`src/rtl/control_unit.sv`:
```
// ============================================================================
// Module   : control_unit
// Purpose  : Multi-cycle FSM sequencing fetch/decode/execute for a small
//            16-bit processor datapath (LOAD, STORE, ADD, SUB, NOOP, HALT).
// Revision : 1.0 - initial release
// ============================================================================
`default_nettype none

module control_unit #(
  parameter logic [2:0] ALU_PASS = 3'd0,
  parameter logic [2:0] ALU_ADD  = 3'd1,
  parameter logic [2:0] ALU_SUB  = 3'd2
) (
  input  logic        Clk,
  input  logic        Clr,
  input  logic [15:0] IM_data,
  output logic        PC_clr,
  output logic        PC_up,
  output logic        IR_ld,
  output logic [7:0]  D_addr,
  output logic        D_wr,
  output logic        RF_s,
  output logic [3:0]  RF_W_addr,
  output logic        RF_W_en,
  output logic [3:0]  RF_Ra_addr,
  output logic [3:0]  RF_Rb_addr,
  output logic [2:0]  ALU_s0,
  output logic [3:0]  OutState
);

  typedef enum logic [3:0] {
    S_INIT   = 4'd0,
    S_FETCH  = 4'd1,
    S_DECODE = 4'd2,
    S_NOOP   = 4'd3,
    S_LOAD_A = 4'd4,
    S_LOAD_B = 4'd5,
    S_STORE  = 4'd6,
    S_ADD    = 4'd7,
    S_SUB    = 4'd8,
    S_HALT   = 4'd9
  } state_t;

  localparam logic [3:0] c_OP_NOOP  = 4'd0;
  localparam logic [3:0] c_OP_LOAD  = 4'd1;
  localparam logic [3:0] c_OP_STORE = 4'd2;
  localparam logic [3:0] c_OP_ADD   = 4'd3;
  localparam logic [3:0] c_OP_SUB   = 4'd4;
  localparam logic [3:0] c_OP_HALT  = 4'd5;

  state_t      r_state;
  state_t      w_state_nxt;
  logic [15:0] r_ir;
  logic [15:0] w_ir_nxt;

  logic        r_pc_clr;
  logic        r_pc_up;
  logic        r_ir_ld;
  logic [7:0]  r_d_addr;
  logic        r_d_wr;
  logic        r_rf_s;
  logic [3:0]  r_rf_w_addr;
  logic        r_rf_w_en;
  logic [3:0]  r_rf_ra_addr;
  logic [3:0]  r_rf_rb_addr;
  logic [2:0]  r_alu_s0;

  always_comb begin
    w_state_nxt = r_state;
    case (r_state)
      S_INIT:   w_state_nxt = S_FETCH;
      S_FETCH:  w_state_nxt = S_DECODE;
      S_DECODE: begin
        case (r_ir[15:12])
          c_OP_NOOP:  w_state_nxt = S_NOOP;
          c_OP_LOAD:  w_state_nxt = S_LOAD_A;
          c_OP_STORE: w_state_nxt = S_STORE;
          c_OP_ADD:   w_state_nxt = S_ADD;
          c_OP_SUB:   w_state_nxt = S_SUB;
          c_OP_HALT:  w_state_nxt = S_HALT;
          default:    w_state_nxt = S_NOOP;
        endcase
      end
      S_NOOP:   w_state_nxt = S_FETCH;
      S_LOAD_A: w_state_nxt = S_LOAD_B;
      S_LOAD_B: w_state_nxt = S_FETCH;
      S_STORE:  w_state_nxt = S_FETCH;
      S_ADD:    w_state_nxt = S_FETCH;
      S_SUB:    w_state_nxt = S_FETCH;
      S_HALT:   w_state_nxt = S_HALT;
      default:  w_state_nxt = S_INIT;
    endcase
  end

  assign w_ir_nxt = (r_state == S_FETCH) ? IM_data : r_ir;

  // Outputs are registered against the next state so they line up with
  // r_state. Every state that drives IR fields is entered from DECODE or
  // LOAD_A, where r_ir already holds the settled instruction.
  always_ff @(posedge Clk) begin
    if (Clr) begin
      r_state      <= S_INIT;
      r_ir         <= 16'h0000;
      r_pc_clr     <= 1'b1;
      r_pc_up      <= 1'b0;
      r_ir_ld      <= 1'b0;
      r_d_addr     <= 8'h00;
      r_d_wr       <= 1'b0;
      r_rf_s       <= 1'b0;
      r_rf_w_addr  <= 4'h0;
      r_rf_w_en    <= 1'b0;
      r_rf_ra_addr <= 4'h0;
      r_rf_rb_addr <= 4'h0;
      r_alu_s0     <= ALU_PASS;
    end else begin
      r_state      <= w_state_nxt;
      r_ir         <= w_ir_nxt;
      r_pc_clr     <= 1'b0;
      r_pc_up      <= 1'b0;
      r_ir_ld      <= 1'b0;
      r_d_addr     <= 8'h00;
      r_d_wr       <= 1'b0;
      r_rf_s       <= 1'b0;
      r_rf_w_addr  <= 4'h0;
      r_rf_w_en    <= 1'b0;
      r_rf_ra_addr <= 4'h0;
      r_rf_rb_addr <= 4'h0;
      r_alu_s0     <= ALU_PASS;
      case (w_state_nxt)
        S_INIT: r_pc_clr <= 1'b1;
        S_FETCH: begin
          r_ir_ld <= 1'b1;
          r_pc_up <= 1'b1;
        end
        S_LOAD_A: begin
          r_d_addr    <= r_ir[11:4];
          r_rf_s      <= 1'b1;
          r_rf_w_addr <= r_ir[3:0];
        end
        S_LOAD_B: begin
          r_d_addr    <= r_ir[11:4];
          r_rf_s      <= 1'b1;
          r_rf_w_addr <= r_ir[3:0];
          r_rf_w_en   <= 1'b1;
        end
        S_STORE: begin
          r_d_addr     <= r_ir[7:0];
          r_rf_ra_addr <= r_ir[11:8];
          r_d_wr       <= 1'b1;
        end
        S_ADD: begin
          r_rf_ra_addr <= r_ir[11:8];
          r_rf_rb_addr <= r_ir[7:4];
          r_rf_w_addr  <= r_ir[3:0];
          r_rf_w_en    <= 1'b1;
          r_alu_s0     <= ALU_ADD;
        end
        S_SUB: begin
          r_rf_ra_addr <= r_ir[11:8];
          r_rf_rb_addr <= r_ir[7:4];
          r_rf_w_addr  <= r_ir[3:0];
          r_rf_w_en    <= 1'b1;
          r_alu_s0     <= ALU_SUB;
        end
        default: ;
      endcase
    end
  end

  assign PC_clr     = r_pc_clr;
  assign PC_up      = r_pc_up;
  assign IR_ld      = r_ir_ld;
  assign D_addr     = r_d_addr;
  assign D_wr       = r_d_wr;
  assign RF_s       = r_rf_s;
  assign RF_W_addr  = r_rf_w_addr;
  assign RF_W_en    = r_rf_w_en;
  assign RF_Ra_addr = r_rf_ra_addr;
  assign RF_Rb_addr = r_rf_rb_addr;
  assign ALU_s0     = r_alu_s0;
  assign OutState   = r_state;

endmodule

`default_nettype wire

```
`config.mk`:
```
export PLATFORM = sky130hd
export DESIGN_NAME = control_unit
export DESIGN_NICKNAME = d
export VERILOG_FILES = /design/src/rtl/control_unit.sv
export SDC_FILE = /design/constraint.sdc
export NUM_CORES = 1
export LEC_CHECK = 0
export ABC_AREA = 0
export BUFFER_PORTS_ARGS = -buffer_cell sky130_fd_sc_hd__buf_2
export CAP_MARGIN = 30
export CORE_AREA = 2 2 64 60
export CTS_BUF_LIST = sky130_fd_sc_hd__clkbuf_8
export CTS_CLUSTER_DIAMETER = 80
export CTS_CLUSTER_SIZE = 14
export DETAILED_ROUTE_END_ITERATION = 10
export DIE_AREA = 0 0 66 62
export GPL_TIMING_DRIVEN = 0
export PLACE_DENSITY = 0.88
export SETUP_SLACK_MARGIN = 0.02
export SLEW_MARGIN = 0
export SYNTH_ARGS = -nofsm -noshare
export SYNTH_HDL_FRONTEND = slang
export SYNTH_SLANG_ARGS = --single-unit
```
`constraint.sdc`:
```
create_clock -name Clk -period 2.4 [get_ports Clk]
set_input_delay 0.48 -clock Clk [delete_from_list [all_inputs] [get_ports Clk]]
set_output_delay 0.48 -clock Clk [all_outputs]
set_load 0.1 [all_outputs]
```
# After elaboration in Yosys (flattened, before gate mapping)
# Cells that the tools add are included.
# totals
in_bits,18
register_bits,48
out_inout_bits,33
wordCells,55
# classes
muxes,9
eq_ne,20
bitwise_logic,3
reduce_logical,11
# op_table
op,count
4-bit by 3-bit == test with 1-bit output (second input constant),10
4-bit one-hot mux with 5 select lines,2
4-bit by 2-bit == test with 1-bit output (second input constant),4
8-bit one-hot mux with 2 select lines,1
4-bit by 1-bit == test with 1-bit output (second input constant),3
4-bit == test (second input constant),3
2-bit OR reduction,5
4-bit logical NOT,2
3-bit OR reduction,2
6-bit OR reduction,1
1-bit two-way mux,5
2-bit one-hot mux with 2 select lines,1
4-bit OR reduction,1
1-bit NOT,3

# Logic depth before layout (Yosys ltp)
# Gate-level depths: netlist of the first run.
# logic_depth
ltp_word,7
depth_mapped,8

# Worst setup path before layout of the first run
# OpenSTA, ideal clock, no wires.
# synth_timing
path_type,reg-to-reg
start,register r_state[0] (netlist: OutState[0])
end,register r_rf_rb_addr[0] (netlist: RF_Rb_addr[0])
setup_time_ps,59
required_ps,2341
path_buffers,1
path_stages_with_launch,7
synth_period_minus_slack_ps,2452
setup_slack_ps,-52
arrival_ps,2393
path_cell_list,dfxtp_1 or4b_4 buf_6 and2_4 a211o_2 o31ai_4 and2_1
# synth_via
elab_chain_len,7
elab_cells_between_ends,17
classes_between,eq/ne: 11; mux: 1; bitwise: 1; reduce/logical: 4
# synth_lines
item,line_no,rtl
"start, declared",51,state_t r_state;
"start signal, assigned",116,r_state <= w_state_nxt;
"4-bit == test, or another cell as far along",70,case (r_state)
6-bit OR reduction (no source line),--,
4-bit one-hot mux with 5 select lines (*),70,
4-bit == test or 4-bit by 3-bit == test with 1-bit output (tied branches),129,case (w_state_nxt)
2-bit OR reduction (no source line) (*),--,
1-bit NOT (no source line) (*),--,
2-bit OR reduction (no source line) (*),--,
"end signal, assigned",153,r_rf_rb_addr <= r_ir[7:4];
"end signal, assigned",160,r_rf_rb_addr <= r_ir[7:4];
"end, declared",65,logic [3:0] r_rf_rb_addr;
# Every way passes the cells marked *; elsewhere a longest branch is shown, timed or not.
# A chain may end at the register's enable or synchronous reset.

# Worst setup path after layout of the first run
# layout_timing
start,register r_state[3] (netlist: OutState[3])
end,register r_rf_ra_addr[1] (netlist: RF_Ra_addr[1])
# layout_via
elab_chain_len,7
elab_cells_between_ends,18
classes_between,eq/ne: 12; mux: 1; bitwise: 1; reduce/logical: 4
# layout_lines
item,line_no,rtl
"4-bit == test, or another cell as far along",70,
6-bit OR reduction (no source line),--,
4-bit one-hot mux with 5 select lines (*),70,
4-bit == test or 4-bit by 3-bit == test with 1-bit output (tied branches),129,
3-bit OR reduction (no source line) (*),--,
1-bit NOT (no source line) (*),--,
2-bit OR reduction (no source line) (*),--,
"end signal, assigned",148,r_rf_ra_addr <= r_ir[11:8];
"end signal, assigned",152,r_rf_ra_addr <= r_ir[11:8];
"end signal, assigned",159,r_rf_ra_addr <= r_ir[11:8];
"end, declared",64,logic [3:0] r_rf_ra_addr;
# Marks and branches as above.

==> impl_metrics.tcl, run 1 <==
set metrics [dict create \
    pre_cts_slack_ns 0.229 \
    first_iter_violations 64 \
    ys_seq_elements 47 \
    netlist_area_mm2 0.00171 \
    vias 1419 \
    finalMaxSlewViolations 0 \
    antenna_cells 0 \
    post_cts_buffers 0 \
    cp_cell_sequence "clkbuf_1 -> nor4b_2 -> nor2_1 -> o21ai_2 -> and2_1" \
    cpLargestDelayFamily "simple AND/OR/NAND/NOR gates" \
    max_stage_delay_ns 0.76 \
    final_common_cell "buf_2" \
    ant_nets 0 \
    clk_latency_ns 0.30 \
    p_leak_nw 0.942 \
    rsz0062_at_grt "false" \
    cp.arrival_ns 2.40 \
    grt-ovfl-total 0 \
    antenna_found_initial 0 \
    post-route-drc-count 0 \
    maxSlewHeadroom_pct 41.7 \
    finalSetupTns_ns 0 \
    h-tree-depth 2 \
    seq_area_frac_synth_pct 55.0 \
    post-route-min-period_ns 2.16 \
    dpl-instance-area_mm2 0.00201 \
    r2r_end "RF_Ra_addr[1]$_SDFF_PP0_" \
    place.gp.congestion 0.866 \
    dp_hpwl_mm 2.44 \
    clkTransAtPathRegs_ns 0.09 \
    clk_path_buf_depth 2 \
    ios 51 \
    synthCells 189 \
    cts_made_buffers 5 \
    io_buffers 49 \
    die_area_mm2 0.00409 \
    setup_ws_ns 0.242 \
    clockRootBuffer "clkbuf_8" \
    power.density_mw_per_mm2 787 \
    syn_to_final_growth_pct 23.0 \
    ir_drop_mv 0.441 \
    track_usage_pct 17.6 \
    whs_path_depth 3 \
    hp-start "IM_data[9]" \
    wirelength_mm 3.38 \
    syn_avg_cell_area_um2 9.05 \
    hold_path_end "r_ir[9]$_SDFFE_PP0P_" \
    final_layout_size_suffix_gt1_share_pct 30.1 \
    r2r-start "OutState[3]$_SDFF_PP0_" \
    worstSetupStartpointType "register" \
    yosysWarnings 0 \
    die_width_um 66 \
    syn-num-nets 207 \
    layout_common_cells "buf_2 (50), dfxtp_1 (46), nand2_1 (40), a21oi_1 (25), and2_1 (12)" \
    grt_pass1_wl_mm 5.33 \
    stdcell_area_mm2 0.00210 \
    cp-end-kind "register" \
    critical_path.slowest_cell "nor4b_2" \
    hp-class "input port to register" \
    start_util_pct 48.6 \
    reg2regPathDepth 5 \
    grt_start_max_net_pins 16 \
    path_buf_inv 1 \
    critPathMaxFanout 10 \
    fillers 324 \
    status "finished, final reports clean" \
    wire_per_inst_um 11.6 \
    fmax_mhz 463 \
    worstSetupPathType "register to register" \
    cp_data_required_time_ns 2.65 \
    max-cap-violations 0 \
    fin_worst_skew_ns 0.00974 \
    vias_per_cell 4.86 \
    grt_pass1_vias 1232 \
    synthDistinctLibCells 36 \
    hold_viol_final 0 \
    fin_crit_sh_pct 89.9 \
    critPathLaunch "OutState[3]$_SDFF_PP0_" \
    hold_buffers 0 \
    nets 263 \
    rows 21 \
    drtPass1Iterations 5 \
    cts_tree "built" \
    setup_viol 0 \
    ctsResizeCount 0 \
    core_mm2 0.00352 \
    final_core_util_pct 59.7 \
    hold_slack_ns 0.409 \
    die_y_um 62 \
    clock-sinks 47 \
    rrSetupSlack_ns 0.24 \
    worst_pin_slew_ns 0.872 \
]
[worst max path at each step]
stage / endpoint / slack [ns] / cells past startpoint
after floorplan: RF_Rb_addr[0]$_SDFF_PP0_ / 0.05 / 7
after global placement: RF_Ra_addr[1]$_SDFF_PP0_ / 0.27 / 5
after detailed placement: RF_Ra_addr[1]$_SDFF_PP0_ / 0.23 / 5
after CTS: RF_Ra_addr[1]$_SDFF_PP0_ / 0.22 / 5
after global routing: RF_Ra_addr[1]$_SDFF_PP0_ / 0.07 / 5
final: RF_Ra_addr[1]$_SDFF_PP0_ / 0.24 / 5
[cells in the mapped netlist (all sizes together)]
library cell | instances | area, um2
a2111oi | 1 | 8.76
a211o | 1 | 10.0
a21oi | 25 | 125
a2bb2oi | 1 | 8.76
and2 | 13 | 83.8
and3 | 1 | 6.26
and3b | 1 | 8.76
buf | 7 | 57.6
clkbuf | 6 | 22.5
conb | 1 | 3.75
dfxtp | 47 | 941
inv | 3 | 11.3
nand2 | 41 | 156
nand2b | 1 | 6.26
nand3 | 8 | 40.0
nor2 | 10 | 37.5
nor2b | 2 | 12.5
nor3 | 3 | 15.0
nor4b | 2 | 23.8
nor4bb | 1 | 10.0
o2111ai | 1 | 8.76
o21ai | 6 | 37.5
o311a | 1 | 10.0
o31ai | 1 | 21.3
or2 | 2 | 12.5
or4b | 1 | 13.8
xnor2 | 1 | 8.76
xor2 | 1 | 8.76
[registers in the layout, indices dropped and copies added, names as in the netlist, 2 cells and up]
name        count
RF_W_addr       4
OutState        4
D_addr          8
RF_Rb_addr      4
ALU_s0          2
RF_Ra_addr      4
r_ir           16
[cells by family after synthesis]
| kind of cell | Yosys count | synth area share (%) |
|---|---|---|
| XOR/XNOR | 2 | 1.02 |
| AO/OA/AOI/OAI | 37 | 13.5 |
| AND/OR/NAND/NOR | 86 | 24.9 |
| flip-flops | 47 | 55.0 |
| buffers and inverters | 16 | 5.34 |
| other | 1 | 0.219 |
[metal layers]
metal	global-route usage (%)	wire, um
met2	26.8	1470
met1	22.3	1560
met4	9.33	78
met5	0	0
met3	6.13	272
[area by class of cell]
class / count / area [um2] / share of cell area [%]
timing repair buffer: 49 / 245 / 11.7
clock buffer: 5 / 68.8 / 3.27
clock inverter: 3 / 20.0 / 0.952
buffer: 13 / 80.1 / 3.81
tap: 46 / 57.6 / 2.74
sequential: 47 / 942 / 44.8
multi-input combinational: 126 / 678 / 32.2
inverter: 3 / 11.3 / 0.535
[stage by stage]
step | total power [mW] | cells
5_1_grt | 1.73 | 292
3_5_place_dp | 1.21 | 284
3_3_place_gp | 1.20 | 284
2_1_floorplan | 1.14 | 189
6_report | 1.66 | 292
4_1_cts | 1.66 | 292
[worst register-to-register path: stages (launching register included)]
cell	delay (ns)
dfxtp_1	0.32
clkbuf_1	0.19
nor4b_2	0.76
nor2_1	0.38
o21ai_2	0.28
and2_1	0.17
[power by group]
| group | total [mW] | internal, mW | leakage (nW) | switching [mW] |
|---|---|---|---|---|
| Combinational | 0.344 | 0.0988 | 0.520 | 0.245 |
| Sequential | 0.849 | 0.817 | 0.382 | 0.0328 |
| Clock | 0.463 | 0.203 | 0.0402 | 0.260 |
| Total | 1.66 | 1.12 | 0.942 | 0.538 |
Note: power is estimated with default switching activity, not from simulation.
==> inputs of run 2 (changes only) <==
--- a/config.mk
+++ b/config.mk
@@ -6,7 +6,7 @@
 export NUM_CORES = 1
 export LEC_CHECK = 0
 export ABC_AREA = 0
-export BUFFER_PORTS_ARGS = -buffer_cell sky130_fd_sc_hd__buf_2
+export BUFFER_PORTS_ARGS = -buffer_cell sky130_fd_sc_hd__buf_4
 export CAP_MARGIN = 30
 export CORE_AREA = 2 2 64 60
 export CTS_BUF_LIST = sky130_fd_sc_hd__clkbuf_8
==> impl_metrics.tcl, run 2 (synthesis gave the netlist of run 1 again) <==
set metrics [dict create \
    cp-end-kind "register" \
    core_mm2 0.00352 \
    power.density_mw_per_mm2 763 \
    dpl-instance-area_mm2 0.00214 \
    critPathLaunch "OutState[2]$_SDFF_PP0_" \
    worst_pin_slew_ns 0.834 \
    hp-start "IM_data[12]" \
    clk_path_buf_depth 2 \
    top_register "r_ir" \
    ir_drop_mv 0.378 \
    clockRootBuffer "clkbuf_8" \
    seqCellArea_um2 942 \
    cp.arrival_ns 2.37 \
    clock-sinks 47 \
    place.gp.congestion 0.884 \
    rsz0062_at_grt "false" \
    finalMaxSlewViolations 0 \
    ctsResizeCount 0 \
    vias_per_cell 5.04 \
    wirelength_mm 3.64 \
    status "finished, final reports clean" \
    finalSetupTns_ns 0 \
    cts_tree "built" \
    hold_buffers 0 \
    final_layout_size_suffix_gt1_share_pct 29.7 \
    antenna_cells 0 \
    r2r-start "OutState[2]$_SDFF_PP0_" \
    dp_hpwl_mm 2.63 \
    hold_viol_final 0 \
    vias 1472 \
    fillers 322 \
    antenna_found_initial 0 \
    grt_pass1_vias 1247 \
    clkTransAtPathRegs_ns 0.08 \
    drtPass1Iterations 4 \
    fmax_mhz 470 \
    rows 21 \
    grt_pass1_wl_mm 5.51 \
    ant_nets 0 \
    clk_latency_ns 0.30 \
    cp_data_required_time_ns 2.64 \
    post-route-min-period_ns 2.13 \
    grt-ovfl-total 0 \
    first_iter_violations 79 \
    track_usage_pct 18.2 \
    worstSetupPathType "register to register" \
    wire_per_inst_um 12.4 \
    power_mw 1.70 \
    largest_reg_flops 16 \
    die_y_um 62 \
    whs_path_depth 3 \
    syn_to_final_growth_pct 30.5 \
    h-tree-depth 2 \
    layout_common_cells "buf_4 (53), dfxtp_1 (46), nand2_1 (40), a21oi_1 (25), and2_1 (12)" \
    setup_viol 0 \
    die_area_mm2 0.00409 \
    fin_crit_sh_pct 88.7 \
    start_util_pct 48.6 \
    worstSetupStartpointType "register" \
    maxSlewHeadroom_pct 44.3 \
    grt_start_max_net_pins 15 \
    post_cts_buffers 0 \
    final_common_cell "buf_4" \
    critPathMaxFanout 10 \
    hp-class "input port to register" \
    reg2regPathDepth 5 \
    die_width_um 66 \
    max-cap-violations 0 \
    p_leak_nw 0.968 \
    nets 263 \
    multiInputGateArea_um2 678 \
    io_buffers 49 \
    fin_worst_skew_ns 0.00465 \
    post-route-drc-count 0 \
    ios 51 \
    stdcell_area_mm2 0.00223 \
    cts_made_buffers 5 \
]
[run 2: cell count changes in the layout (fill, tap and decap cells not counted), sizes merged]
cell	delta
clkbuf	+1
inv	+1
clkinvlp	-2
[run 2: metrics by stage]
| step | instances | worst slack, ns | util [%] | hold WS (ns) |
|---|---|---|---|---|
| floorplan | 189 | 0.0543 | - | 0.441 |
| detailed placement | 284 | 0.300 | 60.7 | 0.467 |
| CTS | 292 | 0.265 | 63.4 | 0.417 |
| global route | 292 | 0.156 | 63.4 | 0.426 |
| global placement | 284 | 0.265 | 60.7 | 0.453 |
| finish | 292 | 0.271 | 63.4 | 0.422 |
[run 2: worst paths after layout]
path | endpoint | slack [ns]
worst max register to register | RF_Ra_addr[1]$_SDFF_PP0_ | 0.27
worst min-delay path | r_ir[12]$_SDFFE_PP0P_ | 0.42
worst min register to register | r_ir[11]$_SDFFE_PP0P_ | 0.48
worst max-delay path | RF_Ra_addr[1]$_SDFF_PP0_ | 0.27
[run 2: area by class of cell]
cell class	instances	area share (%)
well taps	46	2.58
multi-input cells	126	30.4
plain buffers	13	3.59
inverters	3	0.504
clock buffers	6	3.70
flip-flops and latches	47	42.2
repair buffers	49	16.5
clock inverters	2	0.561
[run 2: worst max-delay path: stages (launching register included)]
cell     delay [ns]
dfxtp_1        0.33
buf_4          0.17
nor4b_2        0.74
nor2_1         0.39
o21ai_2        0.28
and2_1         0.17
[run 2: power by group]
part	internal (mW)	total (mW)	switching, mW
Sequential	0.817	0.850	0.0338
Combinational	0.115	0.364	0.250
Clock	0.232	0.489	0.257
[run 2: routing by layer]
layer	track usage (%)	share of wire (%)	up-vias	wire length, um
li1	-	-	735	-
met5	0	0	-	0
met1	23.2	42	671	1540
met2	30.2	49	64	1770
met3	5.41	8.3	2	301
met4	5.83	0.58	0	21
